[src/rtl/mcycle_if.sv]
// Start/operand/result handshake between the decoder and the multi-cycle mul/div engine.
interface mcycle_if #(
    parameter int unsigned WIDTH = 32
) ();
    logic             Start;
    logic             MCycleOp;
    logic [WIDTH-1:0] Operand1;
    logic [WIDTH-1:0] Operand2;
    logic [WIDTH-1:0] Result1;
    logic [WIDTH-1:0] Result2;
    logic             Busy;
    logic             Done;

    modport master (
        output Start, MCycleOp, Operand1, Operand2,
        input  Result1, Result2, Busy, Done
    );

    modport slave (
        input  Start, MCycleOp, Operand1, Operand2,
        output Result1, Result2, Busy, Done
    );
endinterface

[src/rtl/mcycle_unit.sv]
// Iterative unsigned shift-add multiplier / restoring divider, one bit per cycle.
// Busy stalls the pipeline from the Start cycle until the single-cycle Done pulse.
module mcycle_unit #(
    parameter int unsigned WIDTH = 32
) (
    input logic   CLK,
    input logic   RESETn,
    mcycle_if.slave bus
);
    localparam int unsigned CntW = $clog2(WIDTH);

    typedef enum logic [1:0] {StIdle, StCompute, StDone} state_e;

    state_e             state_q, state_d;
    logic [CntW-1:0]    cnt_q, cnt_d;
    logic               op_q, op_d;
    logic [WIDTH-1:0]   fixed_q, fixed_d;   // multiplicand or divisor
    logic [WIDTH-1:0]   shift_q, shift_d;   // multiplier, or dividend turning into quotient
    logic [2*WIDTH-1:0] acc_q, acc_d;       // product, or partial remainder in [WIDTH:0]
    logic [WIDTH-1:0]   res1_q, res1_d, res2_q, res2_d;

    logic [WIDTH:0]     mul_sum;
    logic [2*WIDTH-1:0] mul_acc;
    logic [WIDTH-1:0]   mul_shift;
    logic [WIDTH:0]     div_rem_sh;
    logic               div_ge;
    logic [WIDTH:0]     div_rem;
    logic [WIDTH-1:0]   div_quo;
    logic               accept;
    logic               last;

    always_comb begin
        mul_sum    = {1'b0, acc_q[2*WIDTH-1:WIDTH]} + (shift_q[0] ? {1'b0, fixed_q} : '0);
        mul_acc    = {mul_sum, acc_q[WIDTH-1:1]};
        mul_shift  = shift_q >> 1;
        div_rem_sh = {acc_q[WIDTH-1:0], shift_q[WIDTH-1]};
        div_ge     = div_rem_sh >= {1'b0, fixed_q};
        div_rem    = div_ge ? (div_rem_sh - {1'b0, fixed_q}) : div_rem_sh;
        div_quo    = {shift_q[WIDTH-2:0], div_ge};
    end

    assign accept = bus.Start && (state_q != StCompute);
    assign last   = (cnt_q == CntW'(WIDTH - 1));

    always_comb begin
        state_d = state_q;
        cnt_d   = cnt_q;
        op_d    = op_q;
        fixed_d = fixed_q;
        shift_d = shift_q;
        acc_d   = acc_q;
        res1_d  = res1_q;
        res2_d  = res2_q;
        unique case (state_q)
            StIdle, StDone: begin
                if (bus.Start) begin
                    state_d = StCompute;
                    cnt_d   = '0;
                    op_d    = bus.MCycleOp;
                    fixed_d = bus.MCycleOp ? bus.Operand2 : bus.Operand1;
                    shift_d = bus.MCycleOp ? bus.Operand1 : bus.Operand2;
                    acc_d   = '0;
                end else begin
                    state_d = StIdle;
                end
            end
            StCompute: begin
                cnt_d = cnt_q + 1'b1;
                if (op_q) begin
                    acc_d   = {{(WIDTH - 1){1'b0}}, div_rem};
                    shift_d = div_quo;
                end else begin
                    acc_d   = mul_acc;
                    shift_d = mul_shift;
                end
                // Results are committed only on entry to StDone, never mid-computation.
                if (last) begin
                    state_d = StDone;
                    res1_d  = op_q ? div_quo : mul_acc[WIDTH-1:0];
                    res2_d  = op_q ? div_rem[WIDTH-1:0] : mul_acc[2*WIDTH-1:WIDTH];
                end
            end
            default: state_d = StIdle;
        endcase
    end

    always_ff @(posedge CLK or negedge RESETn) begin
        if (!RESETn) begin
            state_q <= StIdle;
            cnt_q   <= '0;
            op_q    <= 1'b0;
            fixed_q <= '0;
            shift_q <= '0;
            acc_q   <= '0;
            res1_q  <= '0;
            res2_q  <= '0;
        end else begin
            state_q <= state_d;
            cnt_q   <= cnt_d;
            op_q    <= op_d;
            fixed_q <= fixed_d;
            shift_q <= shift_d;
            acc_q   <= acc_d;
            res1_q  <= res1_d;
            res2_q  <= res2_d;
        end
    end

    assign bus.Busy    = (state_q == StCompute) || accept;
    assign bus.Done    = (state_q == StDone);
    assign bus.Result1 = res1_q;
    assign bus.Result2 = res2_q;
endmodule

[src/flat_wrapper.sv]
// flat-port wrapper written by rule: the top's interface ports become plain ports
module mcycle_unit_flat 
#(
    parameter int unsigned WIDTH = 32
)
  (CLK, RESETn, bus_Start, bus_MCycleOp, bus_Operand1, bus_Operand2, bus_Result1, bus_Result2, bus_Busy, bus_Done);
  mcycle_if #(.WIDTH(WIDTH)) bus_i ();
  input logic CLK;
  input logic RESETn;
  input wire logic [$bits(bus_i.Start)-1:0] bus_Start;
  input wire logic [$bits(bus_i.MCycleOp)-1:0] bus_MCycleOp;
  input wire logic [$bits(bus_i.Operand1)-1:0] bus_Operand1;
  input wire logic [$bits(bus_i.Operand2)-1:0] bus_Operand2;
  output wire logic [$bits(bus_i.Result1)-1:0] bus_Result1;
  output wire logic [$bits(bus_i.Result2)-1:0] bus_Result2;
  output wire logic [$bits(bus_i.Busy)-1:0] bus_Busy;
  output wire logic [$bits(bus_i.Done)-1:0] bus_Done;
  assign bus_i.Start = bus_Start;
  assign bus_i.MCycleOp = bus_MCycleOp;
  assign bus_i.Operand1 = bus_Operand1;
  assign bus_i.Operand2 = bus_Operand2;
  assign bus_Result1 = bus_i.Result1;
  assign bus_Result2 = bus_i.Result2;
  assign bus_Busy = bus_i.Busy;
  assign bus_Done = bus_i.Done;
  mcycle_unit #(.WIDTH(WIDTH)) u_core (.CLK(CLK), .RESETn(RESETn), .bus(bus_i));
endmodule
[config.mk]
export PLATFORM = sky130hd
export DESIGN_NAME = mcycle_unit_flat
export DESIGN_NICKNAME = d
export VERILOG_FILES = /design/src/rtl/mcycle_if.sv /design/src/rtl/mcycle_unit.sv /design/src/flat_wrapper.sv
export SDC_FILE = /design/constraint.sdc
export NUM_CORES = 1
export LEC_CHECK = 0
export CAP_MARGIN = 25
export CORE_ASPECT_RATIO = 1.25
export CORE_MARGIN = 3
export CORE_UTILIZATION = 34
export DETAILED_ROUTE_END_ITERATION = 10
export DONT_BUFFER_PORTS = 1
export HOLD_SLACK_MARGIN = 0.12
export PLACE_DENSITY_LB_ADDON = 0.1
export SYNTH_ARGS = -nofsm -noshare
export SYNTH_HDL_FRONTEND = slang
export SYNTH_SLANG_ARGS = --single-unit
[constraint.sdc]
create_clock -name CLK -period 4.4 [get_ports CLK]
set_clock_uncertainty 0.05 [all_clocks]
set_input_delay 0.22 -clock CLK [delete_from_list [all_inputs] [get_ports CLK]]
set_output_delay 0.22 -clock CLK [all_outputs]
set_load 0.01 [all_outputs]
======== Word-level counts from Yosys, hierarchy flattened ========
Index checks and enable logic that the tools add are counted.
cells by class
  add/subtract/negate cells ............... 3
  multipliers ............................. 0
  divide/modulo/power cells ............... 0
  magnitude comparators ................... 1
  equal/unequal tests ..................... 6
  shift-type cells ........................ 0
  mux-type cells .......................... 17
  bitwise gates (word level) .............. 0
  reductions and logical operators ........ 8
operators with widths
  kind                   count
  $mux W32               7
  $mux W64               2
  $pmux W64 S2           1
  $pmux W32 S2           1
  $add A32 B33 Y33       1
  $ge A33 B32 Y1         1
  $mux W33               1
  $sub A33 B32 Y33       1
  $pmux W5 S2            1
  $reduce_and A2 Y1      3
  $add A5 B1 Y5 const B  1
  $eq A5 B5 Y1 const B   1
  $mux W5                1
  $ne A2 B1 Y1 const B   2
  $pmux W2 S2            1
  $eq A2 B1 Y1 const B   1
  $eq A2 B2 Y1 const B   1
  $logic_not A2 Y1       1
  $mux W2                1
  $ne A2 B2 Y1 const B   1
  $reduce_bool A2 Y1     1
  $reduce_or A2 Y1       1
  $logic_and A1 B1 Y1    1
  $logic_or A1 B1 Y1     1
  $mux W1                1
storage, ports and cells
  register bits ........................... 200
  latch bits .............................. 0
  RAM bits ................................ 0
  bits in read-only memories .............. 0
  bits of input ports ..................... 68
  output and inout bits ................... 66
  word-level logic and storage cells ...... 43
  memories kept ........................... 0

======== Logic depth before layout (Yosys ltp) ========
Gate-level depths: netlist of the first run.
  depth in word-level cells ............... 4
  gate-level depth with buffers ........... 15
  depth with buffers taken out ............ 13

======== Least setup slack after synthesis of the first run ========
No wires, ideal clock.
  path kind ............................... register to register
  from .................................... register u_core.shift_q[0]
  to ...................................... register u_core.res2_q[25], in the netlist u_core.bus.Result2[25]
  setup time .............................. 94 ps
  arrival ................................. 2989 ps
  data required time ...................... 4256 ps
  setup slack ............................. 1267 ps
  stages on the path, launching flop included .. 15
  buffers on the path ..................... 1
  period minus slack after synthesis ...... 3133 ps
  path through ............................ dfrtp_1 clkbuf_1 and2_1 ha_1 inv_1 fa_1 nor2b_1 o31a_1 o21ai_0 a21oi_1 a31oi_1 o21ai_0 a311oi_1 xor2_1 a211oi_1
between the ends
  longest elaborated chain between the ends .. 3
RTL lines
  item                      RTL line            RTL
  start: declaration        mcycle_unit.sv:18   logic [WIDTH-1:0] shift_q, shift_d;
  start signal: assignment  mcycle_unit.sv:102  shift_q <= shift_d;
  $mux W32                  mcycle_unit.sv:33   mul_sum = {1'b0, acc_q[2*WIDTH-1:WIDTH]} + (shift_q[0] ? {1'b0, fixed_q} : '0);
  $add A32 B33 Y33          mcycle_unit.sv:33
  $mux W32                  mcycle_unit.sv:80   res2_d = op_q ? div_rem[WIDTH-1:0] : mul_acc[2*WIDTH-1:WIDTH];
  end signal: assignment    mcycle_unit.sv:105  res2_q <= res2_d;
  end: declaration          mcycle_unit.sv:20   logic [WIDTH-1:0] res1_q, res1_d, res2_q, res2_d;
No other way between the ends.
A chain may end at the register's enable or synchronous reset.

======== Worst setup path after layout of the first run ========
Ends and elaborated chain as after synthesis.

==> impl_metrics.py, run 1 <==
metrics = {
    "outcome": {
        "status": "complete, but fails checks",
        "violations": "negative hold slack",
    },
    "timing": {
        "final-max-slew-violation-count": 0,
        "setup_viol": 0,
        "maxSlewHeadroom_pct": 32.0,
        "tightest_slew_ps": 1020,
        "max_freq_mhz": 260,
        "hold_violations": 200,
        "fin_crit_sh_pct": 87.5,
        "period_needed_ps": 3850,
        "fin_tns_setup_ps": 0,
        "fin_hold_ws_ps": -596,
        "rsz0062_at_grt": "false",
    },
    "worst_setup_path": {
        "critPathSlowestCell": "o21ai_0",
        "crit_path_frequent_cell": "o21ai_0",
        "cp_num_buf_inv": 1,
        "crit_fanout": 11,
        "required_ps": 4720,
        "reg2reg_to": "u_core.bus.Result2[25]$_DFFE_PN0P_",
        "worstRegToRegCells": 13,
        "ff2ff_setup_slack_ps": 550,
        "cp-end-kind": "flip-flop",
        "cp_top_family": "compound AO/OA/AOI/OAI gates",
        "start_kind": "flip-flop",
        "path_class": "reg2reg",
        "slowest_delay_ps": 630,
        "cp_cell_sequence": "and2_1, ha_1, inv_1, fa_1, nor2b_1, o31a_1, o21ai_0, a21oi_1, a31oi_1, o21ai_0, a311oi_1, xor2_1, a211oi_1",
        "reg2reg_from": "u_core.shift_q[0]$_DFFE_PN0P_",
        "crit_arrival_ps": 4170,
    },
    "detailed_routing": {
        "antenna_left": 0,
        "wl_per_cell_um": 21.8,
        "drt_pass1_iterations": 5,
        "vias_per_cell": 5.57,
        "wl_um": 45700,
        "vias": 11691,
        "drt_iter0_drc": 708,
        "drc": 0,
    },
    "yosys": {
        "synth_seq_cells": 200,
        "synth_top_family_by_area": "compound AO/OA/AOI/OAI gates",
        "synth_top_area_share_pct": 37.6,
        "ys_async_sr_fraction_pct": 100,
        "syn_avg_cell_area_um2": 8.53,
        "synth_warnings": 0,
        "synth_mux_area_share_pct": 8.51,
        "synth_xor_area_share_pct": 3.43,
        "synthTopCellsByArea": "dfrtp_1, mux2i_1, ha_1, o21ai_0, nand2_1",
        "synth_top_flop_cell": "dfrtp_1",
        "ys_seq_area_share_pct": 37.6,
        "synth_adder_area_share_pct": 6.51,
        "syn-num-nets": 1695,
        "syn_area_um2": 13300,
        "synthCells": 1559,
        "synth-compound-area-share_pct": 23.9,
        "synth_edf_count": 0,
        "yosysTopAreaCell": "dfrtp_1",
        "synthSimpleGateAreaFrac_pct": 15.5,
        "synth_cell_types": 73,
    },
    "place": {
        "dp.cells": 1972,
        "dp_hpwl_um": 31900,
        "gp_congestion": 0.876,
        "portBuffers": 0,
    },
    "global_route": {
        "grt.total_usage_pct": 22.1,
        "grt_max_degree": 201,
        "antenna_found_initial": 0,
        "grt_pass1_vias": 11697,
        "grt-ovfl-total": 0,
        "grt_pass1_wl_um": 70500,
    },
    "die": {
        "initial_core_util_pct": 34.6,
        "die_area_um2": 41500,
        "core-area_um2": 38400,
        "rows": 80,
        "die_h_um": 227,
        "die_x_um": 183,
        "io-pin-count": 134,
    },
    "clocking": {
        "cts_resized": 0,
        "cts_buffer_depth": 2,
        "cts_setup_buffers": 0,
        "clock_sinks": 200,
        "h-tree-depth": 4,
        "cts_tree": "built",
        "postCtsHoldBufs": 96,
        "cts_root_buffer": "clkbuf_16",
        "insertion_delay_ps": 470,
        "clk_pin_slew_ps": 80,
        "numCtsBuffers": 17,
    },
    "layout": {
        "seq_area_um2": 5010,
        "multi_input_area_um2": 7710,
        "nNetsFinal": 1731,
        "diodes": 0,
        "area_growth_pct": 15.0,
        "drive_gt1_share_pct": 5.04,
        "final_cells": 2100,
        "n_fill_cell": 3965,
    },
    "pwr": {
        "peakVddDrop_mv": 0.348,
        "p_leak_nw": 6.96,
        "p_per_area_nw_per_um2": 892,
    },
    "run": {
        "maxCapViolCount": 0,
    },
    "worst_hold_path": {
        "hp-class": "in2async",
    },
}
-- cells in the final DEF, fill, tap and decap left out, types with 16 or more instances in the layout --
| master | synthesis | routed |
|---|---|---|
| o31ai_1 | 16 | 16 |
| xnor2_1 | 27 | 27 |
| a21oi_1 | 133 | 133 |
| dfrtp_1 | 200 | 199 |
| nor2_1 | 106 | 104 |
| nand3_1 | 19 | 19 |
| a22o_1 | 20 | 20 |
| ha_1 | 66 | 66 |
| clkbuf_16 | 0 | 17 |
| nor3_1 | 17 | 17 |
| a21o_1 | 39 | 39 |
| inv_1 | 57 | 55 |
| dlygate4sd3_1 | 0 | 95 |
| nand2_1 | 218 | 217 |
| a31oi_1 | 45 | 45 |
| xor2_1 | 25 | 25 |
| o21ai_0 | 165 | 165 |
| mux2i_1 | 104 | 104 |
| and2_1 | 35 | 35 |
-- metal layers --
| layer | vias up | global-route usage, % | share of wire [%] |
|---|---|---|---|
| met4 | 0 | 6.27 | 2.1 |
| met2 | 253 | 35.0 | 45 |
| met3 | 40 | 4.22 | 5.3 |
| met1 | 5747 | 31.0 | 48 |
| li1 | 5651 | - | - |
| met5 | - | 0 | 0 |
-- layout make-up --
type	instances	area share (%)
Sequential cell	200	32.8
Multi-Input combinational cell	1208	50.5
Timing Repair Buffer	111	7.30
Tap cell	492	4.03
Inverter	57	1.40
Clock buffer	18	2.87
Clock inverter	14	1.19
-- worst reg2reg max path: stages, from the launching register on --
cell	delay [ps]
dfrtp_1	520
and2_1	180
ha_1	200
inv_1	70
fa_1	420
nor2b_1	170
o31a_1	210
o21ai_0	170
a21oi_1	270
a31oi_1	190
o21ai_0	630
a311oi_1	240
xor2_1	200
a211oi_1	250
-- worst max path at each step --
stage                                        startpoint                                  to  cells after the start
final                     u_core.shift_q[0]$_DFFE_PN0P_  u_core.bus.Result2[25]$_DFFE_PN0P_                     13
after global routing      u_core.shift_q[0]$_DFFE_PN0P_  u_core.bus.Result2[30]$_DFFE_PN0P_                     12
after CTS                 u_core.shift_q[0]$_DFFE_PN0P_  u_core.bus.Result2[30]$_DFFE_PN0P_                     12
after detailed placement  u_core.shift_q[0]$_DFFE_PN0P_  u_core.bus.Result2[30]$_DFFE_PN0P_                     12
after global placement    u_core.shift_q[0]$_DFFE_PN0P_  u_core.bus.Result2[30]$_DFFE_PN0P_                     12
after floorplan           u_core.shift_q[0]$_DFFE_PN0P_  u_core.bus.Result2[25]$_DFFE_PN0P_                     14
-- Yosys cell counts (all sizes together) (11+ instances only) --
cell and instances:
dfrtp 200, o31ai 16, xnor2 27, a22o 20
nor2b 13, inv 57, nand3 20, a21oi 133
mux2i 104, a211oi 14, xor2 25, nand2 220
o211ai 11, a21o 39, clkbuf 72, a31oi 45
o21ai 170, nor2 106, and2 36, nor3 17
buf 22, and3 12, ha 66, o21bai 13
nand4 11
-- per-stage QoR --
step / cell area (um2) / total power (W) / worst slack [ps] / utilization (%)
after floorplan: 13300 / 0.00944 / 1270 / -
after detailed placement: 13700 / 0.0118 / 621 / 35.6
after CTS: 15300 / 0.0137 / 599 / 39.8
after global routing: 15300 / 0.0148 / 259 / 39.8
final: 15300 / 0.0136 / 548 / 39.8
after global placement: 13700 / 0.0118 / 716 / 35.6
-- sequential cells by signal (all words and copies together), names as in the netlist --
register / count
u_core.op_q: 1
u_core.fixed_q: 32
u_core.bus.Result1: 32
u_core.cnt_q: 5
u_core.state_q: 2
u_core.bus.Result2: 32
u_core.shift_q: 32
u_core.acc_q: 64
-- cell families after synthesis --
family	count (synthesis)
buffers and inverters	151
xor gates and xnor gates	52
AOI/OAI and AO/OA	516
and+or+nand+nor	460
adders and majority gates	68
DFF	200
muxes	112
-- power by group --
group          internal [W]  switching, W
sequential          0.00271       0.00105
clock              0.000927      0.000814
combinational       0.00315       0.00499
Note: power is estimated with default switching activity, not from simulation.
==> inputs of run 2 (changes only) <==
--- a/config.mk
+++ b/config.mk
@@ -7,10 +7,11 @@
 export LEC_CHECK = 0
 export CAP_MARGIN = 25
 export CORE_ASPECT_RATIO = 1.25
-export CORE_MARGIN = 3
+export CORE_MARGIN = 10
 export CORE_UTILIZATION = 34
 export DETAILED_ROUTE_END_ITERATION = 10
 export DONT_BUFFER_PORTS = 1
+export GPL_TIMING_DRIVEN = 0
 export HOLD_SLACK_MARGIN = 0.12
 export PLACE_DENSITY_LB_ADDON = 0.1
 export SYNTH_ARGS = -nofsm -noshare
==> constraint.sdc (replaced) <==
create_clock -name CLK -period 4.4 [get_ports CLK]
set_clock_uncertainty 0.05 [all_clocks]
set_input_delay 0.22 -clock CLK [delete_from_list [all_inputs] [get_ports CLK]]
set_output_delay 0.22 -clock CLK [all_outputs]
set_load 0.05 [all_outputs]
==> impl_metrics.py, run 2 (synthesized netlist as in run 1, its figures left out) <==
metrics = {
    "timing": {
        "setup_viol": 0,
        "rsz0062_at_grt": "false",
        "fin_hold_ws_ps": -604,
        "final-max-slew-violation-count": 0,
        "max_freq_mhz": 246,
        "tightest_slew_ps": 1080,
        "period_needed_ps": 4060,
        "maxSlewHeadroom_pct": 28.3,
        "hold_violations": 200,
        "fin_crit_sh_pct": 92.3,
        "setup_slack_ps": 337,
    },
    "die": {
        "die_x_um": 197,
        "core-area_um2": 38400,
        "die_h_um": 241,
        "initial_core_util_pct": 34.6,
        "rows": 80,
        "io-pin-count": 134,
        "die_area_um2": 47500,
    },
    "clocking": {
        "cts_tree": "built",
        "cts_root_buffer": "clkbuf_16",
        "postCtsHoldBufs": 97,
        "clk_pin_slew_ps": 80,
        "numCtsBuffers": 17,
        "cts_buffer_depth": 2,
        "insertion_delay_ps": 480,
        "cts_setup_buffers": 0,
        "clock_sinks": 200,
        "h-tree-depth": 4,
    },
    "place": {
        "dp_hpwl_um": 43100,
        "portBuffers": 0,
        "gp_congestion": 0.915,
        "dp.cells": 2056,
        "place_ws_ps": -48.9,
        "place_area_um2": 14000,
    },
    "layout": {
        "nNetsFinal": 1816,
        "regMostFlops": "u_core.acc_q",
        "final_cells": 2186,
        "final_cell_area_um2": 15500,
        "area_growth_pct": 16.9,
        "final_common_cell": "nand2_1",
        "fin_util_pct": 40.4,
        "largest_reg_flops": 64,
        "drive_gt1_share_pct": 4.31,
        "final_cell_mix": "nand2_1, dfrtp_1, o21ai_0",
    },
    "detailed_routing": {
        "drc": 0,
        "vias": 12552,
        "vias_per_cell": 5.74,
        "wl_um": 56400,
        "drt_pass1_iterations": 5,
        "wl_per_cell_um": 25.8,
        "antenna_left": 0,
        "drt_iter0_drc": 931,
    },
    "global_route": {
        "grt-ovfl-total": 0,
        "grt_max_degree": 201,
        "antenna_found_initial": 0,
        "grt_pass1_vias": 12766,
        "grt.total_usage_pct": 23.7,
        "grt_pass1_wl_um": 83300,
    },
    "worst_hold_path": {
        "hp-class": "in2async",
    },
    "worst_setup_path": {
        "start_kind": "flip-flop",
        "required_ps": 4700,
        "cp_cell_sequence": "clkbuf_2, and2_1, ha_1, inv_1, fa_1, nor2b_1, o31a_1, o21ai_0, a21oi_1, a31oi_1, o21ai_1, a311oi_1, xor2_1, a211oi_1",
        "cp-end-kind": "flip-flop",
        "crit_fanout": 10,
        "slowest_delay_ps": 520,
        "crit_arrival_ps": 4370,
        "path_class": "reg2reg",
        "critPathSlowestCell": "dfrtp_1",
    },
    "pwr": {
        "p_per_area_nw_per_um2": 972,
        "p_leak_nw": 7.03,
        "peakVddDrop_mv": 0.638,
    },
    "outcome": {
        "violations": "negative hold slack",
        "status": "complete, but fails checks",
    },
    "run": {
        "maxCapViolCount": 0,
    },
}
[run 2: changes by cell type in the layout (fill, tap and decap cells not counted), moves of 3 or more]
cell      delta
buf_1        +9
buf_2        +8
clkbuf_1    +73
buf_8        +3
buf_4       -10
buf_6        +4
inv_6        -6
[run 2: critical path, delay by kind of cell, from the launching register on]
family	cells	cell delay, ps
xor gates and xnor gates	1	190
buffers and inverters	2	400
DFF	1	520
adders and majority gates	2	710
AOI/OAI and AO/OA	7	1740
and+or+nand+nor	2	330
[run 2: what timing repair did]
| item | in CTS | in global routing |
|---|---|---|
| endpoints found under the setup margin | 1 | 1 |
| endpoints found under the hold margin | 265 | 200 |
| cloned | 0 | 0 |
| resized for setup | 1 | 2 |
[run 2: per-stage QoR]
stage | power [W] | TNS, ps
after CTS | 0.0150 | 0
after floorplan | 0.0103 | 0
after global routing | 0.0161 | 0
final | 0.0151 | 0
after global placement | 0.0132 | -59.1
after detailed placement | 0.0132 | -48.9
[run 2: metal layers]
layer  part of all wire (%)  vias to the layer above  track usage [%]
met5                      0                        -                0
met4                    4.3                        0             11.1
met3                    5.9                      101             4.32
met2                     45                      447             37.6
met1                     45                     6165             30.6
li1                       -                     5839                -
[run 2: final cells by class]
type / instances / area (um2)
sequential: 200 / 5000
timing repair buffer: 102 / 1030
antenna: 1 / 2.50
tap: 492 / 616
buffer: 94 / 394
clock buffer: 20 / 447
inverter: 57 / 214
clock inverter: 12 / 143
fill: 3971 / 22900
multi-input combinational: 1208 / 7680
[run 2: final timing paths]
check / endpoint / startpoint / slack, ps / cells past startpoint
max reg2reg: u_core.bus.Result2[25]$_DFFE_PN0P_ / u_core.shift_q[0]$_DFFE_PN0P_ / 340 / 14
max: u_core.bus.Result2[25]$_DFFE_PN0P_ / u_core.shift_q[0]$_DFFE_PN0P_ / 340 / 14
min in group CLK: u_core.shift_q[0]$_DFFE_PN0P_ / bus_MCycleOp / 330 / 3
min reg2reg: u_core.cnt_q[3]$_DFFE_PN0P_ / u_core.cnt_q[3]$_DFFE_PN0P_ / 450 / 1
max in group asynchronous: u_core.bus.Result1[29]$_DFFE_PN0P_ / RESETn / 4620 / 0
min: u_core.bus.Result1[11]$_DFFE_PN0P_ / RESETn / -600 / 0
[run 2: report_power, final]
part / internal, W / total, W / switching (W)
registers: 0.00269 / 0.00471 / 0.00202
logic: 0.00325 / 0.00871 / 0.00546
clock network: 0.000863 / 0.00168 / 0.000819
total: 0.00680 / 0.0151 / 0.00830
==> inputs of run 3 (changes only) <==
--- a/config.mk
+++ b/config.mk
@@ -8,7 +8,8 @@
 export CAP_MARGIN = 25
 export CORE_ASPECT_RATIO = 1.25
 export CORE_MARGIN = 10
-export CORE_UTILIZATION = 34
+export CORE_UTILIZATION = 59
+export CTS_BUF_LIST = sky130_fd_sc_hd__clkbuf_2 sky130_fd_sc_hd__clkbuf_4 sky130_fd_sc_hd__clkbuf_8
 export DETAILED_ROUTE_END_ITERATION = 10
 export DONT_BUFFER_PORTS = 1
 export GPL_TIMING_DRIVEN = 0
==> impl_metrics.py, run 3 (synthesized netlist as in run 1, its figures left out) <==
metrics = {
    "outcome": {
        "status": "complete, but fails checks",
        "violations": "negative hold slack",
    },
    "worst_setup_path": {
        "cp_num_buf_inv": 2,
        "start_kind": "flip-flop",
        "crit_fanout": 10,
        "slowest_delay_ps": 570,
        "ff2ff_setup_slack_ps": 280,
        "cp_top_family": "compound AO/OA/AOI/OAI gates",
        "critPathSlowestCell": "dfrtp_1",
        "path_class": "reg2reg",
        "required_ps": 4770,
        "cp_cell_sequence": "clkbuf_1, and2_1, ha_1, inv_1, fa_1, nor2b_1, o31a_1, o21ai_0, a21oi_1, a31oi_1, o21ai_1, a311oi_1, xor2_1, a211oi_1",
        "cp-end-kind": "flip-flop",
        "crit_arrival_ps": 4490,
    },
    "detailed_routing": {
        "vias": 13202,
        "drt_iter0_drc": 1431,
        "vias_per_cell": 6.69,
        "drc": 0,
        "drt_pass1_iterations": 6,
        "wl_um": 52100,
        "wl_per_cell_um": 26.4,
        "antenna_left": 0,
    },
    "timing": {
        "maxSlewHeadroom_pct": 26.3,
        "setup_viol": 0,
        "max_freq_mhz": 243,
        "final-max-slew-violation-count": 0,
        "period_needed_ps": 4120,
        "hold_violations": 200,
        "tightest_slew_ps": 1110,
        "fin_tns_setup_ps": 0,
        "rsz0062_at_grt": "false",
        "fin_hold_ws_ps": -655,
        "fin_crit_sh_pct": 93.7,
    },
    "place": {
        "gp_congestion": 1.01,
        "dp_hpwl_um": 37600,
        "portBuffers": 0,
    },
    "global_route": {
        "antenna_found_initial": 2,
        "grt-ovfl-total": 0,
        "grt_pass1_wl_um": 78200,
        "grt.total_usage_pct": 34.9,
        "grt_pass1_vias": 13096,
        "grt_max_degree": 201,
    },
    "die": {
        "initial_core_util_pct": 59.9,
        "die_x_um": 154,
        "die_h_um": 188,
        "core-area_um2": 22200,
        "die_area_um2": 29000,
        "rows": 61,
        "io-pin-count": 134,
    },
    "clocking": {
        "insertion_delay_ps": 520,
        "cts_root_buffer": "clkbuf_8",
        "cts_tree": "built",
        "clk_pin_slew_ps": 120,
        "postCtsHoldBufs": 97,
        "cts_setup_buffers": 0,
        "numCtsBuffers": 17,
        "clock_sinks": 200,
        "cts_buffer_depth": 2,
        "h-tree-depth": 4,
    },
    "layout": {
        "regMostFlops": "u_core.acc_q",
        "final_common_cell": "nand2_1",
        "largest_reg_flops": 64,
        "area_growth_pct": 13.2,
        "final_cell_mix": "nand2_1, dfrtp_1, o21ai_0",
        "drive_gt1_share_pct": 4.20,
        "nNetsFinal": 1813,
    },
    "worst_hold_path": {
        "hp-class": "in2async",
    },
    "run": {
        "maxCapViolCount": 0,
    },
}
## run 3: changes by cell type in the layout (fill, tap and decap cells not counted), moves of 2 or more
cell        change
clkbuf_16      -17
clkbuf_8       +18
clkinvlp_4      +2
inv_8           +2
## run 3: worst reg2reg max path: cells and delay by family, from the launching register on
family | cells | cell delay [ps]
adder cells (fa/ha/maj) | 2 | 660
AO/OA/AOI/OAI | 7 | 1660
flip-flops | 1 | 570
buffers and inverters | 2 | 510
AND/OR/NAND/NOR | 2 | 360
XOR/XNOR | 1 | 200
## run 3: worst paths after layout
kind,start,cells after the start,end
min in group CLK,bus_Start,3,u_core.shift_q[8]$_DFFE_PN0P_
worst min register to register,u_core.acc_q[63]$_DFFE_PN0P_,2,u_core.acc_q[63]$_DFFE_PN0P_
worst max register to register,u_core.shift_q[0]$_DFFE_PN0P_,14,u_core.bus.Result2[25]$_DFFE_PN0P_
max in group asynchronous,RESETn,0,u_core.shift_q[30]$_DFFE_PN0P_
worst max-delay path,u_core.shift_q[0]$_DFFE_PN0P_,14,u_core.bus.Result2[25]$_DFFE_PN0P_
worst min-delay path,RESETn,0,u_core.fixed_q[6]$_DFFE_PN0P_
## run 3: metrics by stage
stage	setup slack [ps]	cells	hold WS [ps]	instance area, um2	util [%]
6_report	277	1974	-655	15100	67.8
2_1_floorplan	1270	1559	-126	13300	-
3_3_place_gp	199	1842	-120	13600	61.5
4_1_cts	138	1972	-662	15000	67.7
5_1_grt	73.0	1974	-672	15100	67.8
3_5_place_dp	203	1843	-119	13700	61.5
## run 3: repair_timing
item	in CTS	in global routing
endpoints found under the hold margin	265	200
endpoints found under the setup margin	0	2
gates resized for setup	0	1
## run 3: per-layer routing
layer	vias to the layer above	GRT usage, %	wire length [um]
met5	-	0	0
met2	815	54.4	23700
met3	159	9.68	6010
li1	5811	-	-
met4	0	18.2	2790
met1	6417	43.0	19500
## run 3: cell type report
type                            count  area, um2
Sequential cell                   200       5000
Buffer                             94        393
Multi-Input combinational cell   1208       7680
Clock buffer                       19        262
Inverter                           57        214
Fill cell                        1845       7160
Antenna cell                        1       2.50
Tap cell                          283        354
Clock inverter                     13        136
Timing Repair Buffer               99       1000
Power of run 3 is not shown: default switching activity piles up to over one toggle a cycle in this logic, so the estimate is an artifact.
